File: config.mk
export PLATFORM = sky130hd
export DESIGN_NAME = power_mode_fsm
export DESIGN_NICKNAME = d
export VERILOG_FILES = /design/src/rtl/power_mode_fsm.sv
export SDC_FILE = /design/constraint.sdc
export NUM_CORES = 1
export LEC_CHECK = 0
export CAP_MARGIN = 20
export CORE_AREA = 2 2 39 41
export DETAILED_ROUTE_END_ITERATION = 8
export DIE_AREA = 0 0 41 43
export GPL_TIMING_DRIVEN = 0
export PLACE_DENSITY = 0.65
export SLEW_MARGIN = 30
export SYNTH_ARGS = -nofsm -noshare
export SYNTH_HDL_FRONTEND = slang
export SYNTH_SLANG_ARGS = --single-unit
export TNS_END_PERCENT = 30
File: constraint.sdc
create_clock -name i_clk -period 1.3 [get_ports i_clk]
set_clock_uncertainty 0.05 [all_clocks]
set_input_delay 0.195 -clock i_clk [delete_from_list [all_inputs] [get_ports i_clk]]
set_output_delay 0.195 -clock i_clk [all_outputs]
set_load 0.1 [all_outputs]
File: src/rtl/power_mode_fsm.sv
// ---------------------------------------------------------------------------
// power_mode_fsm
//   Power-mode controller for the solar-powered node. It picks SLEEP, WAKE,
//   NORMAL, LOW_POWER or ALWAYS_ON from the supply and mode inputs. It drives
//   eight power-domain enables and the system clock-speed select.
//
// Ports
//   i_clk          in   1  system clock; all state changes on the rising edge
//   i_reset        in   1  synchronous, active-high reset
//   i_solar_on     in   1  1 = solar supply present
//   i_always_on    in   1  1 = force full operation regardless of supply/mode
//   i_low_power    in   1  1 = request reduced mode while supplied
//   i_adc_enable   in   1  gate for the ADC domain (enable[1])
//   o_enable       out  8  [0]RTC/wake [1]ADC [2]core [3]mem [4]radio
//                          [5]sensor [6]periph [7]debug
//   o_clockspeed   out  1  1 = fast clock, 0 = slow clock
//
// Optional feature (macro PWR_FSM_STATUS_EN)
//   o_state        out  3  registered state (SLEEP=0 WAKE=1 NORMAL=2
//                          LOW_POWER=3 ALWAYS_ON=4)
//   o_mode_change  out  1  one-cycle pulse on the edge where the state changes
// ---------------------------------------------------------------------------
module power_mode_fsm #(
  parameter int unsigned WAKE_CYCLES = 4,
  parameter logic [7:0]  SLEEP_MASK  = 8'h01,
  parameter logic [7:0]  WAKE_MASK   = 8'h09,
  parameter logic [7:0]  LOWPWR_MASK = 8'h0F,
  parameter logic [7:0]  NORMAL_MASK = 8'hFF
) (
  input  logic       i_clk,
  input  logic       i_reset,
  input  logic       i_solar_on,
  input  logic       i_always_on,
  input  logic       i_low_power,
  input  logic       i_adc_enable,
  output logic [7:0] o_enable,
  output logic       o_clockspeed
`ifdef PWR_FSM_STATUS_EN
  ,
  output logic [2:0] o_state,
  output logic       o_mode_change
`endif
);

  // The encoding doubles as the status code exported on o_state.
  typedef enum logic [2:0] {
    ST_SLEEP     = 3'd0,
    ST_WAKE      = 3'd1,
    ST_NORMAL    = 3'd2,
    ST_LOW_POWER = 3'd3,
    ST_ALWAYS_ON = 3'd4
  } stateT;

  // The wake counter only has to reach WAKE_CYCLES-1, the value it holds
  // during the last WAKE cycle.
  localparam int unsigned CW            = (WAKE_CYCLES > 2) ? $clog2(WAKE_CYCLES) : 1;
  localparam int unsigned WAKE_LAST_INT = (WAKE_CYCLES > 0) ? (WAKE_CYCLES - 1) : 0;
  localparam logic [CW-1:0] WAKE_LAST   = WAKE_LAST_INT[CW-1:0];

  stateT         r_state;
  stateT         w_nextState;
  stateT         w_target;
  logic [CW-1:0] r_wakeCount;
  logic [CW-1:0] w_nextCount;
  logic [7:0]    r_enable;
  logic [7:0]    w_nextEnable;
  logic          r_clockspeed;
  logic          w_nextClockspeed;

  // The target mode is re-evaluated every cycle in strict priority order.
  // always_on overrides everything. A missing supply forces SLEEP. The
  // low_power request then selects between the two supplied modes.
  always_comb begin
    w_target = ST_NORMAL;
    if (i_always_on) begin
      w_target = ST_ALWAYS_ON;
    end else if (!i_solar_on) begin
      w_target = ST_SLEEP;
    end else if (i_low_power) begin
      w_target = ST_LOW_POWER;
    end
  end

  // Next-state logic. Only SLEEP -> NORMAL/LOW_POWER passes through WAKE.
  // ALWAYS_ON is entered without delay from every state. Leaving ALWAYS_ON
  // goes straight to the target. WAKE re-reads the target on its final
  // cycle, so a low_power change during wake-up is honoured. Illegal
  // encodings fall back to SLEEP.
  always_comb begin
    w_nextState = ST_SLEEP;
    w_nextCount = '0;
    case (r_state)
      ST_SLEEP: begin
        if (w_target == ST_SLEEP) begin
          w_nextState = ST_SLEEP;
        end else if ((w_target == ST_ALWAYS_ON) || (WAKE_CYCLES == 0)) begin
          w_nextState = w_target;
        end else begin
          w_nextState = ST_WAKE;
        end
      end
      ST_WAKE: begin
        if ((w_target == ST_ALWAYS_ON) || (w_target == ST_SLEEP)) begin
          w_nextState = w_target;
        end else if (r_wakeCount >= WAKE_LAST) begin
          w_nextState = w_target;
        end else begin
          w_nextState = ST_WAKE;
          w_nextCount = r_wakeCount + CW'(1);
        end
      end
      ST_NORMAL, ST_LOW_POWER, ST_ALWAYS_ON: begin
        w_nextState = w_target;
      end
      default: begin
        w_nextState = ST_SLEEP;
      end
    endcase
  end

  // Output map, decoded from the next state so that the registered outputs
  // change on the same edge as the state. The ADC enable is gated in every
  // mode, so the ADC domain can never be powered while adc_enable is low.
  always_comb begin
    w_nextEnable     = SLEEP_MASK;
    w_nextClockspeed = 1'b0;
    case (w_nextState)
      ST_SLEEP: begin
        w_nextEnable     = SLEEP_MASK;
        w_nextClockspeed = 1'b0;
      end
      ST_WAKE: begin
        w_nextEnable     = WAKE_MASK;
        w_nextClockspeed = 1'b0;
      end
      ST_LOW_POWER: begin
        w_nextEnable     = LOWPWR_MASK;
        w_nextClockspeed = 1'b0;
      end
      ST_NORMAL, ST_ALWAYS_ON: begin
        w_nextEnable     = NORMAL_MASK;
        w_nextClockspeed = 1'b1;
      end
      default: begin
        w_nextEnable     = SLEEP_MASK;
        w_nextClockspeed = 1'b0;
      end
    endcase
    w_nextEnable[1] = w_nextEnable[1] & i_adc_enable;
  end

  // State, wake counter and output registers. The synchronous reset takes
  // priority over every input and returns to SLEEP from any mode.
  always_ff @(posedge i_clk) begin
    if (i_reset) begin
      r_state      <= ST_SLEEP;
      r_wakeCount  <= '0;
      r_enable     <= SLEEP_MASK;
      r_clockspeed <= 1'b0;
    end else begin
      r_state      <= w_nextState;
      r_wakeCount  <= w_nextCount;
      r_enable     <= w_nextEnable;
      r_clockspeed <= w_nextClockspeed;
    end
  end

  assign o_enable     = r_enable;
  assign o_clockspeed = r_clockspeed;

`ifdef PWR_FSM_STATUS_EN
  logic [2:0] r_statusState;
  logic       r_modeChange;

  // Status outputs are registered with the other outputs. The mode-change
  // pulse is forced low during reset, even when reset knocks the FSM out
  // of another mode.
  always_ff @(posedge i_clk) begin
    if (i_reset) begin
      r_statusState <= ST_SLEEP;
      r_modeChange  <= 1'b0;
    end else begin
      r_statusState <= w_nextState;
      r_modeChange  <= (w_nextState != r_state);
    end
  end

  assign o_state       = r_statusState;
  assign o_mode_change = r_modeChange;
`endif

endmodule

==> run_results.csv, run 1 <==
group,metric,value,unit
power_and_ir_drop,swShare,0.3543,
layout,nFillCells,148,
min_path,hold_path_class,"register to register",
detailed_routing,drc,0,
clock_network,post-cts-setup-buffers,0,
power_and_ir_drop,power_leakage,0.2477,nW
timing,finalMaxSlewViolations,0,
clock_network,clk_pin_slew_worst_paths,0.06,ns
placement,gp_congestion,0.6578,
global_routing,grtUsageTotal,0.07762,
yosys,synth_area_leader_cell,"dfxtp_1",
layout,num_antenna_cells,0,
timing,setup-tns-final,0,ns
timing,fmax,809.4,MHz
detailed_routing,drt_iter0_markers,3,
yosys,ys_warn_count,0,
yosys,synth_area_leaders,"dfxtp_1, buf_4, nor2_1",
power_and_ir_drop,p_switching,0.2509,mW
layout,drive_above_1_share,0.4151,
placement,portBuffers,13,
yosys,ys_ff_latch,9,
yosys,syn_inst,36,
critical_path,crit_type,"register to output pin",
timing,rsz0062_at_grt,"no",
clock_network,clk_latency,0.25,ns
power_and_ir_drop,pwr-share-clk,0.295,
critical_path,crit_path_max_fanout,5,
detailed_routing,wl_per_cell,8.232,µm
layout,final_nets,61,
power_and_ir_drop,p_comb_frac,0.288,
critical_path,start_kind,"register",
yosys,synth.most_common_cell,"dfxtp_1",
floorplan,start_util,0.2640,
floorplan,die_area,1763,µm²
yosys,synth.distinct_cells,19,
clock_network,cts_buffers,3,
floorplan,die_w,41,µm
run,maxCapViolCount,0,
layout,syn_to_final_growth,41.10,%
yosys,async_flop_share,0,
yosys,synthDominantCellAreaShare,0.4932,
global_routing,grt_overflow,0,
status,status,"finished clean",
floorplan,die_h,43,µm
floorplan,boundaryPins,15,
power_and_ir_drop,totalPowerFinal,0.7083,mW
yosys,synth_edf_count,0,
detailed_routing,vias_per_cell,4.261,
timing,min_period,1.235,ns
detailed_routing,ant_nets,0,
clock_network,clockRootBuffer,"clkbuf_4",
power_and_ir_drop,internal_power,0.4574,mW
power_and_ir_drop,seqPwrFrac,0.417,
clock_network,htreeDepth,1,
yosys,synth.cell_area,365.4,µm²
critical_path,end_kind,"output pin",
detailed_routing,postRouteWirelength,568,µm
global_routing,grt_pass1_vias,251,
power_and_ir_drop,ir_drop,0.4941,mV
yosys,syn_nets,43,
global_routing,grt_first_pass_wirelength,869,µm
clock_network,cts_tree,"built",
layout,utilization,0.3725,
yosys,yosysSeqAreaShare,0.4932,
timing,hold_violations,0,
yosys,synth_common_cells,"dfxtp_1, buf_4, nor2_1",
floorplan,core-area,1384,µm²
global_routing,antenna_found_initial,0,
floorplan,num_rows,14,
clock_network,clockBufferDepth,2,
power_and_ir_drop,p_per_area,1374,nW/µm²
global_routing,grt_max_degree,6,
timing,period_share,0.9503,
placement,hpwlAfterDp,461,µm
critical_path,required,1.05,ns
yosys,avgSynthCellArea,10.15,µm²
yosys,ys.flop_type,"dfxtp_1",
detailed_routing,drt_first_pass_iters,2,
detailed_routing,vias,294,
critical_path,arrival,0.99,ns
timing,setup_viol,0,
clock_network,clock_sinks,9,
## path summary, 6_finish.rpt
| kind | depth (start not counted) | end | slack (ns) | from |
|---|---|---|---|---|
| min reg2reg | 1 | r_wakeCount[0]$_SDFF_PP0_ | 0.36 | r_wakeCount[0]$_SDFF_PP0_ |
| max | 2 | o_enable[5] | 0.06 | o_enable[6]$_SDFF_PP0_ |
| min | 1 | r_wakeCount[0]$_SDFF_PP0_ | 0.36 | r_wakeCount[0]$_SDFF_PP0_ |
| max reg2reg | 4 | o_enable[1]$_SDFF_PP0_ | 0.07 | r_wakeCount[0]$_SDFF_PP0_ |
## metrics by stage
step | area (µm²) | cells | hold slack, ns | setup WS, ns
3_5_place_dp | 516.7 | 65 | 0.3635 | -0.5073
3_3_place_gp | 516.7 | 65 | 0.3556 | -0.4981
2_1_floorplan | 366.6 | 36 | 0.2608 | 0.001590
4_1_cts | 513.0 | 69 | 0.3718 | 0.009546
5_1_grt | 515.5 | 69 | 0.3981 | 0.007104
6_report | 515.5 | 69 | 0.3641 | 0.06455
## power by group through the flow
stage                     sequential [mW]  clock (mW)  combinational (mW)
after floorplan                     0.358           0               0.105
after global placement              0.301           0               0.213
after detailed placement            0.302           0               0.214
after CTS                           0.295       0.214               0.204
after global routing                0.296       0.227               0.212
final                               0.295       0.209               0.204
## logic make-up after synthesis
family	after synthesis	synth area share
simple gates	14	0.2432
compound gates	5	0.1062
other cells	1	0.01026
flops	9	0.4931
fa+ha+maj	1	0.03424
buf+inv	6	0.1130
## registers in the layout, summed over array words and instances (netlist names)
signal,cells
o_enable,4
r_state,3
r_wakeCount,2
## per-layer routing
metal,wire length [µm],GRT usage,vias up
li1,-,-,148
met1,250,0.07492,136
met2,280,0.1125,10
met3,36,0.03141,0
met4,0,0.08000,0
met5,0,0,-
## repair_timing
| action | CTS | global route |
|---|---|---|
| resized for setup | 44 | 1 |
| setup endpoints to repair | 8 | 1 |
| hold buffers | 0 | 0 |
| endpoints found under the hold margin | 0 | 0 |
## cell type report
class	count	area (µm²)	share of cell area
flip-flops and latches	9	181.4	0.3519
multi-input cells	21	143.9	0.2791
repair buffers	13	102.6	0.1990
plain buffers	5	37.54	0.07282
clock buffers	4	26.28	0.05097
well taps	16	20.02	0.03883
inverters	1	3.754	0.007282
## cell usage in the layout (no fill, tap or decap), types with 2 or more instances in the layout
cell type / instances
nand2_1: 2
buf_2: 3
buf_4: 9
nor2_1: 5
clkdlybuf4s50_1: 5
dfxtp_1: 8
clkbuf_4: 4
## worst max-delay path, cell delays in order, from the launching register on
cell	delay [ns]
dfxtp_2	0.35
buf_4	0.11
buf_4	0.27
Power figures use the tool's default switching activity.
==> inputs of run 2 (changes only) <==
- CORE_AREA: 2 2 39 41 -> 10 10 47 49
- DIE_AREA: 0 0 41 43 -> 0 0 57 59
- SLEW_MARGIN: 30 -> 5
==> run 2 against run 1 <==
Net effect:
- critical path depth unchanged
- wire length up 26%
- design area up 0.73%
- register-to-register slack about the same
- sequential share of layout area down 0.25 points
- core utilization down 0.20 points
- final cell count unchanged
- combinational power about the same
- global-route usage down 2.9 points
- hold slack about the same
- setup slack worse by 0.0016 ns
- power up 0.91%
==> run_results.csv, run 2 (synthesized netlist as in run 1, its figures left out) <==
group,metric,value,unit
layout,num_antenna_cells,0,
timing,hold_violations,0,
placement,place_inst,65,
power_and_ir_drop,swShare,0.3579,
detailed_routing,wl_per_cell,10.41,µm
clock_network,clock_sinks,9,
clock_network,cts_buffers,3,
floorplan,boundaryPins,15,
detailed_routing,ant_nets,0,
detailed_routing,drt_iter0_markers,9,
placement,placed_area,516.7,µm²
global_routing,antenna_found_initial,0,
layout,final_cell_count_no_fill,69,
placement,dp_slack,-0.5149,ns
detailed_routing,drc,0,
placement,hpwlAfterDp,573,µm
min_path,hold_path_class,"register to register",
critical_path,cp_num_buf_inv,2,
critical_path,crit_path_max_fanout,5,
global_routing,grt_first_pass_wirelength,1221,µm
timing,fmax,808.4,MHz
global_routing,grtUsageTotal,0.04900,
critical_path,crit_family,"buffers and inverters",
timing,rsz0062_at_grt,"no",
critical_path,start_kind,"register",
critical_path,slowest_stage,"dfxtp_2",
placement,portBuffers,13,
power_and_ir_drop,power_leakage,0.2487,nW
critical_path,arrival,0.99,ns
critical_path,crit_top_cell,"buf_4",
layout,nFillCells,156,
clock_network,post-cts-setup-buffers,0,
critical_path,end_kind,"output pin",
layout,drive_above_1_share,0.4151,
detailed_routing,vias_per_cell,4.174,
clock_network,htreeDepth,1,
timing,setup-tns-final,0,ns
critical_path,slowest_delay,0.35,ns
detailed_routing,postRouteWirelength,718,µm
floorplan,die_area,3363,µm²
layout,syn_to_final_growth,42.12,%
timing,min_period,1.237,ns
power_and_ir_drop,seqPwrFrac,0.413,
timing,setup_viol,0,
power_and_ir_drop,p_comb_frac,0.290,
detailed_routing,vias,288,
run,maxCapViolCount,0,
placement,gp_congestion,0.6567,
critical_path,r2r_slack,0.08,ns
detailed_routing,drt_first_pass_iters,4,
critical_path,crit_type,"register to output pin",
clock_network,clk_pin_slew_worst_paths,0.06,ns
timing,finalMaxSlewViolations,0,
power_and_ir_drop,pwr-share-clk,0.297,
floorplan,start_util,0.2607,
floorplan,die_w,57,µm
power_and_ir_drop,ir_drop,0.4720,mV
timing,period_share,0.9516,
clock_network,clockBufferDepth,2,
global_routing,grt_max_degree,6,
global_routing,grt_pass1_vias,297,
critical_path,crit_chain,"buf_4 -> buf_4",
critical_path,required,1.05,ns
clock_network,clk_latency,0.26,ns
floorplan,die_h,59,µm
layout,layout_common_cells,"buf_4, dfxtp_1, nor2_1, clkdlybuf4s50_1, clkbuf_4",
clock_network,ctsHoldBuffers,0,
layout,final_area,519.2,µm²
status,status,"finished clean",
power_and_ir_drop,p_per_area,1376,nW/µm²
layout,largest_reg_flops,4,
clock_network,cts_tree,"built",
power_and_ir_drop,p_switching,0.2558,mW
layout,final_nets,61,
timing,worst_slack,0.06292,ns
power_and_ir_drop,internal_power,0.4589,mW
global_routing,grt_overflow,0,
timing,whs,0.3641,ns
floorplan,core-area,1401,µm²
clock_network,clockRootBuffer,"clkbuf_4",
floorplan,num_rows,14,
[run 2: area by class of cell]
type,instances,area [µm²],area share
inverters,1,3.754,0.007229
well taps,16,20.02,0.03855
multi-input cells,21,143.9,0.2771
flip-flops and latches,9,181.4,0.3494
repair buffers,13,106.4,0.2048
clock buffers,4,26.28,0.05060
plain buffers,5,37.54,0.07229
[run 2: path summary, 6_finish.rpt]
check	cells after the start	startpoint	endpoint
worst min register to register	1	r_wakeCount[0]$_SDFF_PP0_	r_wakeCount[0]$_SDFF_PP0_
worst min-delay path	1	r_wakeCount[0]$_SDFF_PP0_	r_wakeCount[0]$_SDFF_PP0_
worst max register to register	4	r_wakeCount[0]$_SDFF_PP0_	o_enable[1]$_SDFF_PP0_
worst max-delay path	2	o_enable[6]$_SDFF_PP0_	o_enable[4]
[run 2: power groups by stage]
stage	clock [mW]	sequential (mW)	combinational (mW)
6_report	0.212	0.295	0.207
5_1_grt	0.239	0.297	0.217
4_1_cts	0.214	0.295	0.206
3_5_place_dp	0	0.302	0.215
3_3_place_gp	0	0.301	0.214
2_1_floorplan	0	0.358	0.105
[run 2: timing repair]
item                       4_1_cts  5_1_grt
pin swaps                        0        1
setup endpoints to repair        8        4
gates resized for setup         44        2
[run 2: worst reg2reg max path, delay by kind of cell (launching register included)]
kind | cells | cell delay (ns)
AOI/OAI and AO/OA | 2 | 0.46
and+or+nand+nor | 1 | 0.06
adders and majority gates | 1 | 0.22
DFF | 1 | 0.31
[run 2: through the flow]
step                utilization  power, mW
finish                   0.3705     0.7147
global route             0.3705     0.7526
CTS                      0.3661     0.7159
detailed placement       0.3688     0.5168
global placement         0.3688     0.5155
floorplan                     -     0.4635
[run 2: layer usage]
metal,part of all wire,vias to the layer above,global-route usage
li1,-,149,-
met1,0.40,119,0.04796
met2,0.42,15,0.05891
met3,0.11,5,0.02361
met4,0.063,0,0.08054
met5,0,-,0
